File: config.mk
export PLATFORM = sky130hd
export DESIGN_NAME = multicycle_ctrl_flat
export DESIGN_NICKNAME = d
export VERILOG_FILES = /design/src/rtl/multicycle_pkg.sv /design/src/rtl/multicycle_if.sv /design/src/rtl/multicycle_alu_dec.sv /design/src/rtl/multicycle_ctrl.sv /design/src/flat_wrapper.sv
export SDC_FILE = /design/constraint.sdc
export NUM_CORES = 1
export LEC_CHECK = 0
export CORE_ASPECT_RATIO = 1.2
export CORE_MARGIN = 4
export CORE_UTILIZATION = 40
export CTS_CLUSTER_SIZE = 10
export DETAILED_ROUTE_END_ITERATION = 12
export PLACE_DENSITY = 0.77
export SKIP_LAST_GASP = 1
export SLEW_MARGIN = 5
export SYNTH_ARGS = -nofsm -noshare
export SYNTH_HDL_FRONTEND = slang
export SYNTH_HIERARCHICAL = 1
export SYNTH_SLANG_ARGS = --single-unit
File: constraint.sdc
create_clock -name clk -period 2.6 [get_ports clk]
set_clock_uncertainty 0.15 [all_clocks]
set_input_delay 0.52 -clock clk [delete_from_list [all_inputs] [get_ports clk]]
set_output_delay 0.52 -clock clk [all_outputs]
set_load 0.005 [all_outputs]
File: src/rtl/multicycle_pkg.sv
// Shared types and encodings for the multi-cycle RV32I control unit.
// Optional illegal-opcode trap is enabled by MULTICYCLE_ILLEGAL_TRAP_EN.
package multicycle_pkg;

  typedef enum logic [3:0] {
    FETCH    = 4'd0,
    DECODE   = 4'd1,
    MEMADR   = 4'd2,
    MEMREAD  = 4'd3,
    MEMWB    = 4'd4,
    MEMWRITE = 4'd5,
    EXEC_R   = 4'd6,
    ALUWB    = 4'd7,
    EXEC_I   = 4'd8,
    JAL      = 4'd9,
    BEQ      = 4'd10,
    HALT     = 4'd15
  } state_t;

  typedef enum logic [1:0] {
    ALUOP_ADD   = 2'b00,
    ALUOP_SUB   = 2'b01,
    ALUOP_FUNCT = 2'b10
  } aluop_t;

  localparam logic [6:0] OP_LW  = 7'b0000011;
  localparam logic [6:0] OP_SW  = 7'b0100011;
  localparam logic [6:0] OP_R   = 7'b0110011;
  localparam logic [6:0] OP_I   = 7'b0010011;
  localparam logic [6:0] OP_JAL = 7'b1101111;
  localparam logic [6:0] OP_BEQ = 7'b1100011;

  localparam logic [2:0] ALU_ADD = 3'b000;
  localparam logic [2:0] ALU_SUB = 3'b001;
  localparam logic [2:0] ALU_AND = 3'b010;
  localparam logic [2:0] ALU_OR  = 3'b011;
  localparam logic [2:0] ALU_SLT = 3'b101;

  localparam logic [1:0] SRCA_PC    = 2'b00;
  localparam logic [1:0] SRCA_OLDPC = 2'b01;
  localparam logic [1:0] SRCA_RS1   = 2'b10;

  localparam logic [1:0] SRCB_RS2  = 2'b00;
  localparam logic [1:0] SRCB_IMM  = 2'b01;
  localparam logic [1:0] SRCB_FOUR = 2'b10;

  localparam logic [1:0] RES_ALUOUT = 2'b00;
  localparam logic [1:0] RES_RDATA  = 2'b01;
  localparam logic [1:0] RES_ALU    = 2'b10;

  localparam logic [1:0] IMM_I = 2'b00;
  localparam logic [1:0] IMM_S = 2'b01;
  localparam logic [1:0] IMM_B = 2'b10;
  localparam logic [1:0] IMM_J = 2'b11;

  // Immediate format follows the opcode only, independent of state.
  function automatic logic [1:0] imm_dec(input logic [6:0] op);
    case (op)
      OP_SW:   return IMM_S;
      OP_BEQ:  return IMM_B;
      OP_JAL:  return IMM_J;
      default: return IMM_I;
    endcase
  endfunction

endpackage

File: src/rtl/multicycle_if.sv
// Controller <-> datapath signal bundle. master = controller, slave = datapath.
// illegal_op exists only when MULTICYCLE_ILLEGAL_TRAP_EN is defined.
interface multicycle_if #(
  parameter int unsigned STATE_W = 4,
  parameter int unsigned ALUC_W  = 3
);
  logic [6:0]         op;
  logic [2:0]         funct3;
  logic               funct7b5;
  logic               zero;
  logic               mem_ready;
  logic               pc_write;
  logic               adr_src;
  logic               mem_read;
  logic               mem_write;
  logic               ir_write;
  logic               reg_write;
  logic [1:0]         result_src;
  logic [1:0]         alu_src_a;
  logic [1:0]         alu_src_b;
  logic [1:0]         imm_src;
  logic [ALUC_W-1:0]  alucontrol;
  logic [STATE_W-1:0] dbg_state;
`ifdef MULTICYCLE_ILLEGAL_TRAP_EN
  logic               illegal_op;
`endif

  modport master (
    input  op, funct3, funct7b5, zero, mem_ready,
    output pc_write, adr_src, mem_read, mem_write, ir_write, reg_write,
           result_src, alu_src_a, alu_src_b, imm_src, alucontrol, dbg_state
`ifdef MULTICYCLE_ILLEGAL_TRAP_EN
    , output illegal_op
`endif
  );

  modport slave (
    output op, funct3, funct7b5, zero, mem_ready,
    input  pc_write, adr_src, mem_read, mem_write, ir_write, reg_write,
           result_src, alu_src_a, alu_src_b, imm_src, alucontrol, dbg_state
`ifdef MULTICYCLE_ILLEGAL_TRAP_EN
    , input illegal_op
`endif
  );
endinterface

File: src/rtl/multicycle_alu_dec.sv
// ALU function decoder: maps aluop and instruction fields to alucontrol.
module multicycle_alu_dec
  import multicycle_pkg::*;
#(
  parameter int unsigned ALUC_W = 3
) (
  input  aluop_t            aluop,
  input  logic [2:0]        funct3,
  input  logic              funct7b5,
  input  logic              op5,
  output logic [ALUC_W-1:0] alucontrol
);
  logic [2:0] alu;

  // Only R-type (op[5]=1) may select sub through funct7b5; addi never does.
  always_comb begin
    alu = ALU_ADD;
    case (aluop)
      ALUOP_SUB:   alu = ALU_SUB;
      ALUOP_FUNCT: begin
        case (funct3)
          3'b000:  alu = (op5 && funct7b5) ? ALU_SUB : ALU_ADD;
          3'b010:  alu = ALU_SLT;
          3'b110:  alu = ALU_OR;
          3'b111:  alu = ALU_AND;
          default: alu = ALU_ADD;
        endcase
      end
      default:     alu = ALU_ADD;
    endcase
  end

  assign alucontrol = ALUC_W'(alu);
endmodule

File: src/rtl/multicycle_ctrl.sv
// Moore control FSM for the multi-cycle RV32I datapath with wait-state memory.
// MULTICYCLE_ILLEGAL_TRAP_EN: unknown opcodes trap into HALT and raise illegal_op.
module multicycle_ctrl
  import multicycle_pkg::*;
#(
  parameter int unsigned STATE_W = 4,
  parameter int unsigned ALUC_W  = 3
) (
  input  logic        clk,
  input  logic        rst,
  multicycle_if.master bus
);
  state_t state_q, state_d;
  logic   pc_update, branch;
  aluop_t aluop;

  // State register, asynchronously forced to FETCH while rst is low.
  always_ff @(posedge clk or negedge rst) begin
    if (!rst) state_q <= FETCH;
    else      state_q <= state_d;
  end

  // Next-state: memory states hold until mem_ready, others step unconditionally.
  always_comb begin
    state_d = state_q;
    case (state_q)
      FETCH:    if (bus.mem_ready) state_d = DECODE;
      DECODE: begin
        case (bus.op)
          OP_LW, OP_SW: state_d = MEMADR;
          OP_R:         state_d = EXEC_R;
          OP_I:         state_d = EXEC_I;
          OP_JAL:       state_d = JAL;
          OP_BEQ:       state_d = BEQ;
`ifdef MULTICYCLE_ILLEGAL_TRAP_EN
          default:      state_d = HALT;
`else
          default:      state_d = FETCH;
`endif
        endcase
      end
      MEMADR:   state_d = (bus.op == OP_SW) ? MEMWRITE : MEMREAD;
      MEMREAD:  if (bus.mem_ready) state_d = MEMWB;
      MEMWB:    state_d = FETCH;
      MEMWRITE: if (bus.mem_ready) state_d = FETCH;
      EXEC_R:   state_d = ALUWB;
      EXEC_I:   state_d = ALUWB;
      JAL:      state_d = ALUWB;
      ALUWB:    state_d = FETCH;
      BEQ:      state_d = FETCH;
`ifdef MULTICYCLE_ILLEGAL_TRAP_EN
      HALT:     state_d = HALT;
`endif
      default:  state_d = FETCH;
    endcase
  end

  // Outputs from the current state; everything stays 0 while rst is low.
  always_comb begin
    pc_update      = 1'b0;
    branch         = 1'b0;
    aluop          = ALUOP_ADD;
    bus.adr_src    = 1'b0;
    bus.mem_read   = 1'b0;
    bus.mem_write  = 1'b0;
    bus.ir_write   = 1'b0;
    bus.reg_write  = 1'b0;
    bus.result_src = RES_ALUOUT;
    bus.alu_src_a  = SRCA_PC;
    bus.alu_src_b  = SRCB_RS2;
    if (rst) begin
      case (state_q)
        FETCH: begin
          bus.mem_read   = 1'b1;
          bus.alu_src_b  = SRCB_FOUR;
          bus.result_src = RES_ALU;
          bus.ir_write   = bus.mem_ready;
          pc_update      = bus.mem_ready;
        end
        DECODE: begin
          bus.alu_src_a = SRCA_OLDPC;
          bus.alu_src_b = SRCB_IMM;
        end
        MEMADR: begin
          bus.alu_src_a = SRCA_RS1;
          bus.alu_src_b = SRCB_IMM;
        end
        MEMREAD: begin
          bus.mem_read = 1'b1;
          bus.adr_src  = 1'b1;
        end
        MEMWB: begin
          bus.result_src = RES_RDATA;
          bus.reg_write  = 1'b1;
        end
        MEMWRITE: begin
          bus.mem_write = 1'b1;
          bus.adr_src   = 1'b1;
        end
        EXEC_R: begin
          bus.alu_src_a = SRCA_RS1;
          bus.alu_src_b = SRCB_RS2;
          aluop         = ALUOP_FUNCT;
        end
        EXEC_I: begin
          bus.alu_src_a = SRCA_RS1;
          bus.alu_src_b = SRCB_IMM;
          aluop         = ALUOP_FUNCT;
        end
        JAL: begin
          bus.alu_src_a  = SRCA_OLDPC;
          bus.alu_src_b  = SRCB_FOUR;
          bus.result_src = RES_ALUOUT;
          pc_update      = 1'b1;
        end
        ALUWB: begin
          bus.result_src = RES_ALUOUT;
          bus.reg_write  = 1'b1;
        end
        BEQ: begin
          bus.alu_src_a = SRCA_RS1;
          bus.alu_src_b = SRCB_RS2;
          aluop         = ALUOP_SUB;
          branch        = 1'b1;
        end
        default: ;
      endcase
    end
  end

  multicycle_alu_dec #(.ALUC_W(ALUC_W)) u_alu_dec (
    .aluop      (aluop),
    .funct3     (bus.funct3),
    .funct7b5   (bus.funct7b5),
    .op5        (bus.op[5]),
    .alucontrol (bus.alucontrol)
  );

  assign bus.pc_write  = pc_update | (branch & bus.zero);
  assign bus.imm_src   = rst ? imm_dec(bus.op) : IMM_I;
  assign bus.dbg_state = STATE_W'(state_q);
`ifdef MULTICYCLE_ILLEGAL_TRAP_EN
  assign bus.illegal_op = rst && (state_q == HALT);
`endif
endmodule

File: src/flat_wrapper.sv
// flat-port wrapper written by rule: the top's interface ports become plain ports
module multicycle_ctrl_flat import multicycle_pkg::*;
#(
  parameter int unsigned STATE_W = 4,
  parameter int unsigned ALUC_W  = 3
)
  (clk, rst, bus_op, bus_funct3, bus_funct7b5, bus_zero, bus_mem_ready, bus_pc_write, bus_adr_src, bus_mem_read, bus_mem_write, bus_ir_write, bus_reg_write, bus_result_src, bus_alu_src_a, bus_alu_src_b, bus_imm_src, bus_alucontrol, bus_dbg_state);
  multicycle_if #(.STATE_W(STATE_W), .ALUC_W(ALUC_W)) bus_i ();
  input  logic clk;
  input  logic rst;
  input wire logic [$bits(bus_i.op)-1:0] bus_op;
  input wire logic [$bits(bus_i.funct3)-1:0] bus_funct3;
  input wire logic [$bits(bus_i.funct7b5)-1:0] bus_funct7b5;
  input wire logic [$bits(bus_i.zero)-1:0] bus_zero;
  input wire logic [$bits(bus_i.mem_ready)-1:0] bus_mem_ready;
  output wire logic [$bits(bus_i.pc_write)-1:0] bus_pc_write;
  output wire logic [$bits(bus_i.adr_src)-1:0] bus_adr_src;
  output wire logic [$bits(bus_i.mem_read)-1:0] bus_mem_read;
  output wire logic [$bits(bus_i.mem_write)-1:0] bus_mem_write;
  output wire logic [$bits(bus_i.ir_write)-1:0] bus_ir_write;
  output wire logic [$bits(bus_i.reg_write)-1:0] bus_reg_write;
  output wire logic [$bits(bus_i.result_src)-1:0] bus_result_src;
  output wire logic [$bits(bus_i.alu_src_a)-1:0] bus_alu_src_a;
  output wire logic [$bits(bus_i.alu_src_b)-1:0] bus_alu_src_b;
  output wire logic [$bits(bus_i.imm_src)-1:0] bus_imm_src;
  output wire logic [$bits(bus_i.alucontrol)-1:0] bus_alucontrol;
  output wire logic [$bits(bus_i.dbg_state)-1:0] bus_dbg_state;
  assign bus_i.op = bus_op;
  assign bus_i.funct3 = bus_funct3;
  assign bus_i.funct7b5 = bus_funct7b5;
  assign bus_i.zero = bus_zero;
  assign bus_i.mem_ready = bus_mem_ready;
  assign bus_pc_write = bus_i.pc_write;
  assign bus_adr_src = bus_i.adr_src;
  assign bus_mem_read = bus_i.mem_read;
  assign bus_mem_write = bus_i.mem_write;
  assign bus_ir_write = bus_i.ir_write;
  assign bus_reg_write = bus_i.reg_write;
  assign bus_result_src = bus_i.result_src;
  assign bus_alu_src_a = bus_i.alu_src_a;
  assign bus_alu_src_b = bus_i.alu_src_b;
  assign bus_imm_src = bus_i.imm_src;
  assign bus_alucontrol = bus_i.alucontrol;
  assign bus_dbg_state = bus_i.dbg_state;
  multicycle_ctrl #(.STATE_W(STATE_W), .ALUC_W(ALUC_W)) u_core (.clk(clk), .rst(rst), .bus(bus_i));
endmodule
==> results of run 1 <==
[worst paths after layout]
path                                               from                       to  slack, ns  cells past startpoint
max in group asynchronous                           rst  u_core/bus.dbg_state[2]       1.92                      3
worst min register to register  u_core/bus.dbg_state[2]  u_core/bus.dbg_state[1]       0.55                      2
worst max register to register  u_core/bus.dbg_state[1]  u_core/bus.dbg_state[2]       0.97                      6
worst max-delay path            u_core/bus.dbg_state[3]        bus_alucontrol[2]     -0.007                      7
min in group clk                u_core/bus.dbg_state[2]  u_core/bus.dbg_state[1]       0.55                      2
worst min-delay path                                rst  u_core/bus.dbg_state[3]       0.25                      3
[area by class of cell]
type                            count  share of cell area
Multi-Input combinational cell     81               0.473
Timing Repair Buffer               61               0.402
Sequential cell                     4              0.0743
Clock buffer                        3              0.0167
Inverter                            6              0.0167
Tap cell                           18              0.0167
[power by group through the flow]
stage | Combinational (mW) | Sequential (mW) | Clock [mW]
after CTS | 0.589 | 0.0918 | 0.0869
after global placement | 0.554 | 0.0888 | 0
after floorplan | 0.284 | 0.104 | 0
after global routing | 0.650 | 0.0936 | 0.0928
after detailed placement | 0.568 | 0.0918 | 0
final | 0.601 | 0.0914 | 0.0880
[worst max-delay path: stages, from the launching register on]
cell,delay [ns]
dfrtp_1,0.36
inv_2,0.07
or3_4,0.40
a21oi_4,0.16
ha_4,0.22
buf_6,0.12
nor4b_4,0.20
buf_2,0.15
[per-stage QoR]
stage | std cells | hold WS (ns)
floorplan | 97 | 0.0744
global placement | 166 | 0.513
detailed placement | 166 | 0.532
CTS | 170 | 0.255
global route | 173 | 0.285
finish | 173 | 0.254
[logic make-up after synthesis]
kind of cell | after synthesis
xor gates and xnor gates | 2
DFF | 4
AOI/OAI and AO/OA | 24
adders and majority gates | 2
buffers and inverters | 12
muxes | 1
and+or+nand+nor | 52
[timing repair]
| item | 4_1_cts | 5_1_grt |
|---|---|---|
| resized for setup | 28 | 6 |
| hold buffers | 0 | 0 |
| cloned | 0 | 0 |
| endpoints found under the setup margin | 15 | 5 |
| pin swaps | 3 | 6 |
| setup buffers | 1 | 3 |
[placed cells by master, fill, tap and decap left out, types with 3 or more instances in the layout]
cell type        instances
clkdlybuf4s50_1         26
buf_4                   23
nor2_1                  10
nand2b_1                 6
a21oi_1                  6
dlygate4sd2_1            4
nand2_1                  4
inv_1                    4
dfrtp_1                  4
clkbuf_4                 3
buf_2                    3
buf_6                    3
nor3_1                   3
nand3_1                  3
a211oi_1                 3
[layer usage]
layer,up-vias,part of all wire
met5,-,0
met4,0,0.040
met3,11,0.052
met2,36,0.55
met1,483,0.36
li1,480,-
==> qor.yml, run 1 <==
synth:
  syn_nets: 114
  synth_edf_count: 0
  yosys-top-cells-area: "dfrtp_1 (14%), nand2b_1 (6.0%), nor2_1 (5.1%), nor4_2 (5.1%), a21oi_1 (4.8%)"
  muxShareOfSynthArea: 0.0137
  synth_area_sq_um: 732
  synth_common_cells: "nor2_1 (10), a21oi_1 (7), nand2b_1 (7), inv_1 (5), nor3_1 (5)"
  yosysWarnings: 6
  yosysTopAreaCellShare: 0.137
  synth_top_family_by_area: "simple AND/OR/NAND/NOR gates"
  yosysSeqAreaShare: 0.137
  synth_xor_area_frac: 0.0239
  synth_cell_types: 42
  synthSimpleGateAreaFrac: 0.465
  synth_compound_area_frac: 0.231
  yosys.area_share.adder: 0.0342
  avgSynthCellArea_sq_um: 7.55
  synth_area_leader_cell: "dfrtp_1"
  yosysMostFrequentCell: "nor2_1"
  synthFlopType: "dfrtp_1"
  synth_cells: 97
  ys_seq_elements: 4
  ys_async_sr_fraction: 1.00
layout:
  multi_input_area_sq_um: 637
  post-route-util: 0.801
  final_layout_size_suffix_gt1_frac: 0.329
  largest_reg_flops: 4
  final_area_sq_mm: 0.00135
  num-fill-cells: 124
  fin_nets: 174
  diodes: 0
  regArea_sq_um: 100
  area_growth_pct: 83.9
floorplanning:
  num_rows: 16
  core_area_sq_mm: 0.00168
  die_w_microns: 47.1
  top_level_ports: 36
  die_h_microns: 54.9
  dieArea_sq_mm: 0.00258
  initial_core_util: 0.435
min_path:
  hp-class: "in -> async"
pwr:
  clkPwrFrac: 0.113
  p_leak_nw: 0.569
  power_frac_comb: 0.770
  intPower_mw: 0.454
  seq_power_share: 0.117
  p_sw_mw: 0.327
  ir_drop_mv: 0.325
  power.total_mw: 0.781
  powerDensity_mw_per_mm2: 580
  swShare: 0.419
sta:
  hold_viol: 0
  final_max_slew_viol_count: 0
  fin_tns_setup_ns: -0.00719
  max-slew-margin-rel: 0.797
  max_clock_freq_mhz: 384
  setup_ws_ns: -0.00719
  rsz0062_at_grt: "true"
  min_period_ns: 2.61
  worst_slew_pin_slew_ns: 0.302
  setup_violations: 1
  finalCritPeriodShare: 1.00
grt:
  grt_pass1_wl_mm: 4.19
  grt_use_met3: 0.0197
  gr-usage-met2: 0.446
  grt_max_degree: 20
  grt_use_total: 0.232
  grt_overflow: 0
  grt-busiest-layer: "met2"
  first_global_vias: 997
  use_met1: 0.216
  antenna_found_initial: 0
route:
  vias: 1010
  ant_nets: 0
  vias_per_cell: 5.84
  wirelength_mm: 2.73
  post_drt_wl_per_cell_microns: 15.8
  drc: 0
  drt_iter0_drc: 27
  drt_first_pass_iters: 4
placed_design:
  port_buffers: 35
  pre_cts_ws_ns: -0.679
  gp_congestion: 0.827
  dp_hpwl_mm: 2.07
  placed_area_sq_mm: 0.00122
cts:
  cts.path.max_buffers: 2
  clk_latency_ns: 0.26
  cts_num_sinks: 4
  clkTransAtPathRegs_ns: 0.04
  htree_levels: 1
  cts_tree: "built"
  cts_root_buf: "clkbuf_4"
  numCtsBuffers: 3
worst_setup_path:
  worstPathArrival_ns: 1.94
  cp.required_ns: 1.93
  worstPathMaxFanout: 4
  crit_path_start_kind: "register"
  end_kind: "output port"
  crit_type: "reg -> out"
outcome:
  status: "finished, violations left"
  violations: "negative setup slack"
job:
  maxCapViolCount: 0
(Power assumes the default switching activity.)
==> inputs of run 2 (changes only) <==
PLACE_DENSITY = 0.85   (was 0.77)
==> run 2 against run 1 <==
Compared with the run above: the run still ends with negative setup slack left; highest routed layer unchanged; die area stayed put; cell count is 2.3% higher; critical path depth is 1 lower; non-clock buffer count is 4 higher; global-route usage is 1.3 points lower.
==> qor.yml, run 2 (synthesized netlist as in run 1, its figures left out) <==
sta:
  finalCritPeriodShare: 1.03  # +0.0281
  rsz0062_at_grt: "true"
  max_clock_freq_mhz: 373  # -2.7%
  fin_tns_setup_ns: -0.0916  # -0.0844 ns
  setup_violations: 2  # +1
  worst_slew_pin_slew_ns: 0.284  # -0.0175 ns
  setup_ws_ns: -0.0802  # -0.0730 ns
  holdWs_ns: 0.366  # +0.112 ns
  min_period_ns: 2.68  # +0.0730 ns
  hold_viol: 0  # unchanged
  final_max_slew_viol_count: 0  # unchanged
  max-slew-margin-rel: 0.809  # +0.0121
pwr:
  p_leak_nw: 0.574  # +0.89%
  ir_drop_mv: 0.434  # +34%
  powerDensity_mw_per_mm2: 600  # +3.5%
floorplanning:
  die_w_microns: 47.1  # unchanged
  core_area_sq_mm: 0.00168  # unchanged
  initial_core_util: 0.435  # unchanged
  dieArea_sq_mm: 0.00258  # unchanged
  die_h_microns: 54.9  # unchanged
  num_rows: 16  # unchanged
  top_level_ports: 36  # unchanged
worst_setup_path:
  worstPathArrival_ns: 2.01  # +0.07 ns
  r2r-start: "u_core/bus.dbg_state[1]"
  cp.required_ns: 1.93  # about the same
  end_kind: "output port"
  r2r_slack_ns: 0.97  # about the same
  crit_path_start_kind: "input pin"
  worstPathMaxFanout: 7  # +3
  crit_type: "in -> out"
  rr_endpoint: "u_core/bus.dbg_state[2]"
  reg2regPathDepth: 6  # unchanged
layout:
  area_growth_pct: 91.3
  multi_input_area_sq_um: 659  # +3.5%
  fin_nets: 178  # +2.3%
  largest_reg_flops: 4  # unchanged
  num-fill-cells: 90  # -27%
  final_cells: 177  # +2.3%
  final_layout_size_suffix_gt1_frac: 0.384  # +0.0546
  regArea_sq_um: 100  # unchanged
  diodes: 0  # unchanged
  layout_commonest_cell: "clkdlybuf4s50_1"
  most-common-layout-cells: "clkdlybuf4s50_1 (27), buf_4 (25), nor2_1 (9), nand2b_1 (6)"
placed_design:
  dp_hpwl_mm: 1.83  # -12%
  gp_congestion: 0.827  # about the same
  placedCellCount: 170  # +2.4%
  port_buffers: 35  # unchanged
cts:
  clk_latency_ns: 0.25  # about the same
  cts.path.max_buffers: 2  # unchanged
  cts_num_sinks: 4  # unchanged
  htree_levels: 1  # unchanged
  clkTransAtPathRegs_ns: 0.05  # about the same
  numCtsBuffers: 3  # unchanged
  cts_tree: "built"
  cts_root_buf: "clkbuf_4"
route:
  ant_nets: 0  # unchanged
  drt_first_pass_iters: 4  # unchanged
  wirelength_mm: 3.17  # +16%
  drt_iter0_drc: 33  # +22%
  post_drt_wl_per_cell_microns: 17.9  # +13%
  vias: 1052  # +4.2%
  drc: 0  # unchanged
  vias_per_cell: 5.94  # +1.8%
grt:
  grt_overflow: 0  # unchanged
  first_global_vias: 965  # -3.2%
  grt_use_total: 0.218  # -0.0134
  grt_pass1_wl_mm: 4.09  # -2.3%
  grt_max_degree: 16  # -20%
  antenna_found_initial: 0  # unchanged
outcome:
  violations: "negative setup slack"
  status: "finished, violations left"
min_path:
  hp-class: "in -> async"
job:
  maxCapViolCount: 0  # unchanged
==> run 2: cell count changes in the layout (fill, tap and decap cells not counted), sizes merged <==
cell / delta
clkbuf: +1
dlymetal6s2s: -2
buf: +3
dlygate4sd2: +1
clkdlybuf4s50: +1
==> run 2: timing repair <==
action / CTS / global route
resized for setup: 24 / 17
endpoints found under the setup margin: 15 / 7
hold buffers: 0 / 0
setup buffers: 3 / 2
pin swaps: 5 / 6
==> run 2: stage by stage <==
| step | cell area [sq um] | worst slack [ns] | util | total power [mW] |
|---|---|---|---|---|
| 2_1_floorplan | 732 | 0.237 | - | 0.388 |
| 3_3_place_gp | 1250 | -0.589 | 0.745 | 0.648 |
| 3_5_place_dp | 1250 | -0.612 | 0.745 | 0.662 |
| 4_1_cts | 1330 | -0.0338 | 0.788 | 0.747 |
| 5_1_grt | 1400 | -0.181 | 0.833 | 0.889 |
| 6_report | 1400 | -0.0802 | 0.833 | 0.840 |
==> run 2: worst max path at each step <==
stage	slack (ns)	depth (start not counted)	start	to
CTS	-0.03	6	u_core/bus.dbg_state[2]	bus_alucontrol[2]
finish	-0.08	6	rst	bus_adr_src
global placement	-0.59	7	rst	bus_alucontrol[2]
floorplan	0.24	5	u_core/bus.dbg_state[1]	bus_alucontrol[2]
detailed placement	-0.61	7	rst	bus_alucontrol[2]
global route	-0.18	6	rst	bus_adr_src
==> run 2: final cells by class <==
cell class / instances / share of cell area
Clock buffer: 3 / 0.0161
Multi-Input combinational cell: 81 / 0.471
Inverter: 6 / 0.0161
Sequential cell: 4 / 0.0715
Tap cell: 18 / 0.0161
Timing Repair Buffer: 65 / 0.409
==> run 2: worst max-delay path, cell delays in order <==
cell and delay, ns:
dlygate4sd2_1 0.27, buf_4 0.15, buf_4 0.17, nand2_1 0.10
nor3_1 0.24, clkdlybuf4s50_1 0.56
==> run 2: routing by layer <==
layer	GRT usage	wire [microns]	vias up
met1	0.212	1150	495
met4	0.0783	77	0
li1	-	-	487
met3	0.0164	225	10
met2	0.452	1720	60
met5	0	0	-
==> run 2: power breakdown <==
group	switching, mW	internal, mW
registers	0.0125	0.0808
logic	0.321	0.340
clock network	0.0338	0.0522
total	0.367	0.473
==> patch 1, RTL diff (settings of run 1) <==
Put a register stage on the output `bus.dbg_state`, without a reset. The value now appears one clock later.
--- a/src/rtl/multicycle_ctrl.sv
+++ b/src/rtl/multicycle_ctrl.sv
@@ -138,7 +138,9 @@
 
   assign bus.pc_write  = pc_update | (branch & bus.zero);
   assign bus.imm_src   = rst ? imm_dec(bus.op) : IMM_I;
-  assign bus.dbg_state = STATE_W'(state_q);
+  always_ff @(posedge clk) begin
+    bus.dbg_state <= STATE_W'(state_q);
+  end
 `ifdef MULTICYCLE_ILLEGAL_TRAP_EN
   assign bus.illegal_op = rst && (state_q == HALT);
 `endif
Function: changed (Yosys sat finds a counterexample within 4 cycles, from zero or initial values and one cycle with rst low).
==> patch 1 against run 1 <==
The flow now stops in 5_1_grt; area after synthesis is 0.34% higher.
==> patch 1: results <==
export IMPL_status="aborted with a tool error"
export IMPL_haltStage="5_1_grt"
export IMPL_tool_error="[ERROR DPL-0033] detailed placement checks failed during check placement."
export IMPL_worst_endpoint="bus_pc_write"
export IMPL_clk_root_buffer_cell="clkbuf_4"
export IMPL_syn_nets=117
export IMPL_place_congestion=0.8755
export IMPL_htreeDepth=1
export IMPL_cts_made_buffers=3
export IMPL_synth_seq_cells=8
export IMPL_io_buffers=35
export IMPL_worstEpCategory="primary output"
export IMPL_clock_path_buffers=2
export IMPL_yosys_top_cells_count="nor2_1, nand3_1, inv_1"
export IMPL_synth_cell_types=36
export IMPL_synth_ff_type="dfxtp_1"
export IMPL_syn_avg_cell_area_um2=7.345
export IMPL_grt_max_degree=15
export IMPL_async_reset_ff_frac=0.5000
export IMPL_ys_top_cells_by_area="dfrtp_1, dfxtp_1, nor2_1"
export IMPL_antenna_found_initial=0
export IMPL_hpwl_um=2252
export IMPL_yosys_warnings=6
export IMPL_yosysSeqAreaShare=0.2453
export IMPL_dp_cells=179
-- patch 1: cell count changes after synthesis, moves of 3 or more --
cell,change
nand3_1,+7
nor2_1,+5
a21oi_1,-4
dfxtp_1,+4
nand2b_1,-3
nor4_2,-3
-- patch 1: per-stage QoR --
stage	cell area, µm²	utilization	TNS, ns	setup slack [ns]	hold slack [ns]
after global placement	1318	0.7835	-3.367	-0.5896	0.4575
after floorplan	734.5	-	0	0.2720	0.07441
after detailed placement	1318	0.7835	-4.056	-0.6975	0.4560
after CTS	1476	0.8780	-0.3908	-0.1618	0.1408
-- patch 1: logic make-up after synthesis --
logic type	count (synthesis)	share of synthesized area
AO/OA/AOI/OAI	17	0.1720
XOR/XNOR	3	0.03578
adder cells (fa/ha/maj)	2	0.03407
buffers and inverters	11	0.05623
flip-flops	8	0.2453
AND/OR/NAND/NOR	59	0.4565
-- patch 1: timing repair --
item / in CTS
buffers inserted: 12
resized for setup: 21
setup endpoints to repair: 15
pin swaps: 6
hold buffers: 0
==> patch 2, RTL diff (flow settings as in run 1) <==
Made on the original files. `ALUC_W` is set to 3 in 4 places; all go to 6.
--- a/src/rtl/multicycle_if.sv
+++ b/src/rtl/multicycle_if.sv
@@ -2,7 +2,7 @@
 // illegal_op exists only when MULTICYCLE_ILLEGAL_TRAP_EN is defined.
 interface multicycle_if #(
   parameter int unsigned STATE_W = 4,
-  parameter int unsigned ALUC_W  = 3
+  parameter int unsigned ALUC_W  = 6
 );
   logic [6:0]         op;
   logic [2:0]         funct3;
--- a/src/rtl/multicycle_alu_dec.sv
+++ b/src/rtl/multicycle_alu_dec.sv
@@ -2,7 +2,7 @@
 module multicycle_alu_dec
   import multicycle_pkg::*;
 #(
-  parameter int unsigned ALUC_W = 3
+  parameter int unsigned ALUC_W = 6
 ) (
   input  aluop_t            aluop,
   input  logic [2:0]        funct3,
--- a/src/rtl/multicycle_ctrl.sv
+++ b/src/rtl/multicycle_ctrl.sv
@@ -4,7 +4,7 @@
   import multicycle_pkg::*;
 #(
   parameter int unsigned STATE_W = 4,
-  parameter int unsigned ALUC_W  = 3
+  parameter int unsigned ALUC_W  = 6
 ) (
   input  logic        clk,
   input  logic        rst,
--- a/src/flat_wrapper.sv
+++ b/src/flat_wrapper.sv
@@ -2,7 +2,7 @@
 module multicycle_ctrl_flat import multicycle_pkg::*;
 #(
   parameter int unsigned STATE_W = 4,
-  parameter int unsigned ALUC_W  = 3
+  parameter int unsigned ALUC_W  = 6
 )
   (clk, rst, bus_op, bus_funct3, bus_funct7b5, bus_zero, bus_mem_ready, bus_pc_write, bus_adr_src, bus_mem_read, bus_mem_write, bus_ir_write, bus_reg_write, bus_result_src, bus_alu_src_a, bus_alu_src_b, bus_imm_src, bus_alucontrol, bus_dbg_state);
   multicycle_if #(.STATE_W(STATE_W), .ALUC_W(ALUC_W)) bus_i ();
Interface: changed (resized bus_alucontrol); port bits go from 36 to 39. No check against the original RTL was run, so the function may have changed too.
==> patch 2 against run 1 <==
Highest routed layer unchanged; count of clock-buffer cells in the layout stayed put; first-iteration DRC count increased by 41%; area after synthesis is 3.6% higher; largest cell class unchanged; critical path type unchanged; sequential power up 5.6%; the run still ends with setup timing left; setup slack worse by 0.051 ns; via count increased by 8.0%; total power up 9.6%; sequential share of layout area shrank 0.65 points; wire length is 14% higher; sequential cell count stayed put; cell area grew 9.6%.
==> patch 2: results <==
export IMPL_status="complete, but fails checks"
export IMPL_violations="setup timing"
export IMPL_slew_viol_final=0
export IMPL_grtUsageTotal=0.2023
export IMPL_timing_rr_end="u_core/bus.dbg_state[2]"
export IMPL_antenna_found_initial=0
export IMPL_rrSetupSlack_ns=0.91
export IMPL_grt_pass1_vias=987
export IMPL_dpl_cell_area_mm2=0.001265
export IMPL_grt_pass1_wl_um=4077
export IMPL_synth_compound_gate_area_share=0.2228
export IMPL_place_congestion=0.8565
export IMPL_drive_above_1_share=0.4059
export IMPL_ys_top_cells_by_area="dfrtp_1, nand2b_1, buf_4"
export IMPL_synth_adder_area_share=0.03300
export IMPL_n_fill_cell=115
export IMPL_yosys_warnings=6
export IMPL_nets=189
export IMPL_hpwl_um=1855
export IMPL_place_ws_ns=-0.7023
export IMPL_yosysSeqAreaShare=0.1320
export IMPL_synthMuxAreaShare=0.01320
export IMPL_crit_type="reg2out"
export IMPL_clk_latency_ns=0.24
export IMPL_grt_max_degree=16
export IMPL_drt_iter0_drc=38
export IMPL_worst_path_max_delay_cell="or3_4"
export IMPL_final_hold_violation_count=0
export IMPL_leakage_nw=0.6294
export IMPL_wl_met3_um=258
export IMPL_yosys_top_cells_count="nor2_1, a21oi_1, nand2b_1"
export IMPL_met2_usage=0.3478
export IMPL_hp_class="in2async"
export IMPL_synth_cell_types=43
export IMPL_wl_per_cell_um=16.47
export IMPL_synth_xor_area_frac=0.02310
export IMPL_cp_slowest_stage_delay_ns=0.40
export IMPL_grtUsageMet1=0.2359
export IMPL_setup_slack_ns=-0.05781
export IMPL_via_per_inst=5.772
export IMPL_grtUsageMet3=0.01942
export IMPL_wl_met1_um=1192
export IMPL_setup_violations=3
export IMPL_peakVddDrop_uv=489.7
export IMPL_hold_ws_ns=0.2044
export IMPL_worstPathMaxFanout=4
export IMPL_dr_wl_met2_um=1620
export IMPL_fin_setup_tns_ns=-0.08720
==> patch 2: final cells by class <==
| type | count | area share |
|---|---|---|
| multi-input cells | 84 | 0.4572 |
| clock buffers | 3 | 0.01527 |
| well taps | 19 | 0.01612 |
| repair buffers | 73 | 0.4283 |
| flip-flops and latches | 4 | 0.06785 |
| inverters | 6 | 0.01527 |
==> patch 2: through the flow <==
step	cells	utilization
detailed placement	174	0.6915
CTS	183	0.7387
finish	189	0.8064
floorplan	103	-
global route	189	0.8064
global placement	174	0.6915
==> patch 2: timing repair <==
action | in CTS | in global routing
endpoints found under the hold margin | 0 | 0
setup buffers | 7 | 7
gates resized for setup | 22 | 21
pin swaps | 3 | 8
endpoints found under the setup margin | 14 | 7
==> patch 2: report_power, final <==
part / switching [mW] / total (mW) / internal [mW] / leakage, nW
Sequential: 0.0156 / 0.0965 / 0.0808 / 0.0539
Clock: 0.0280 / 0.0799 / 0.0518 / 0.0138
Combinational: 0.312 / 0.679 / 0.367 / 0.562
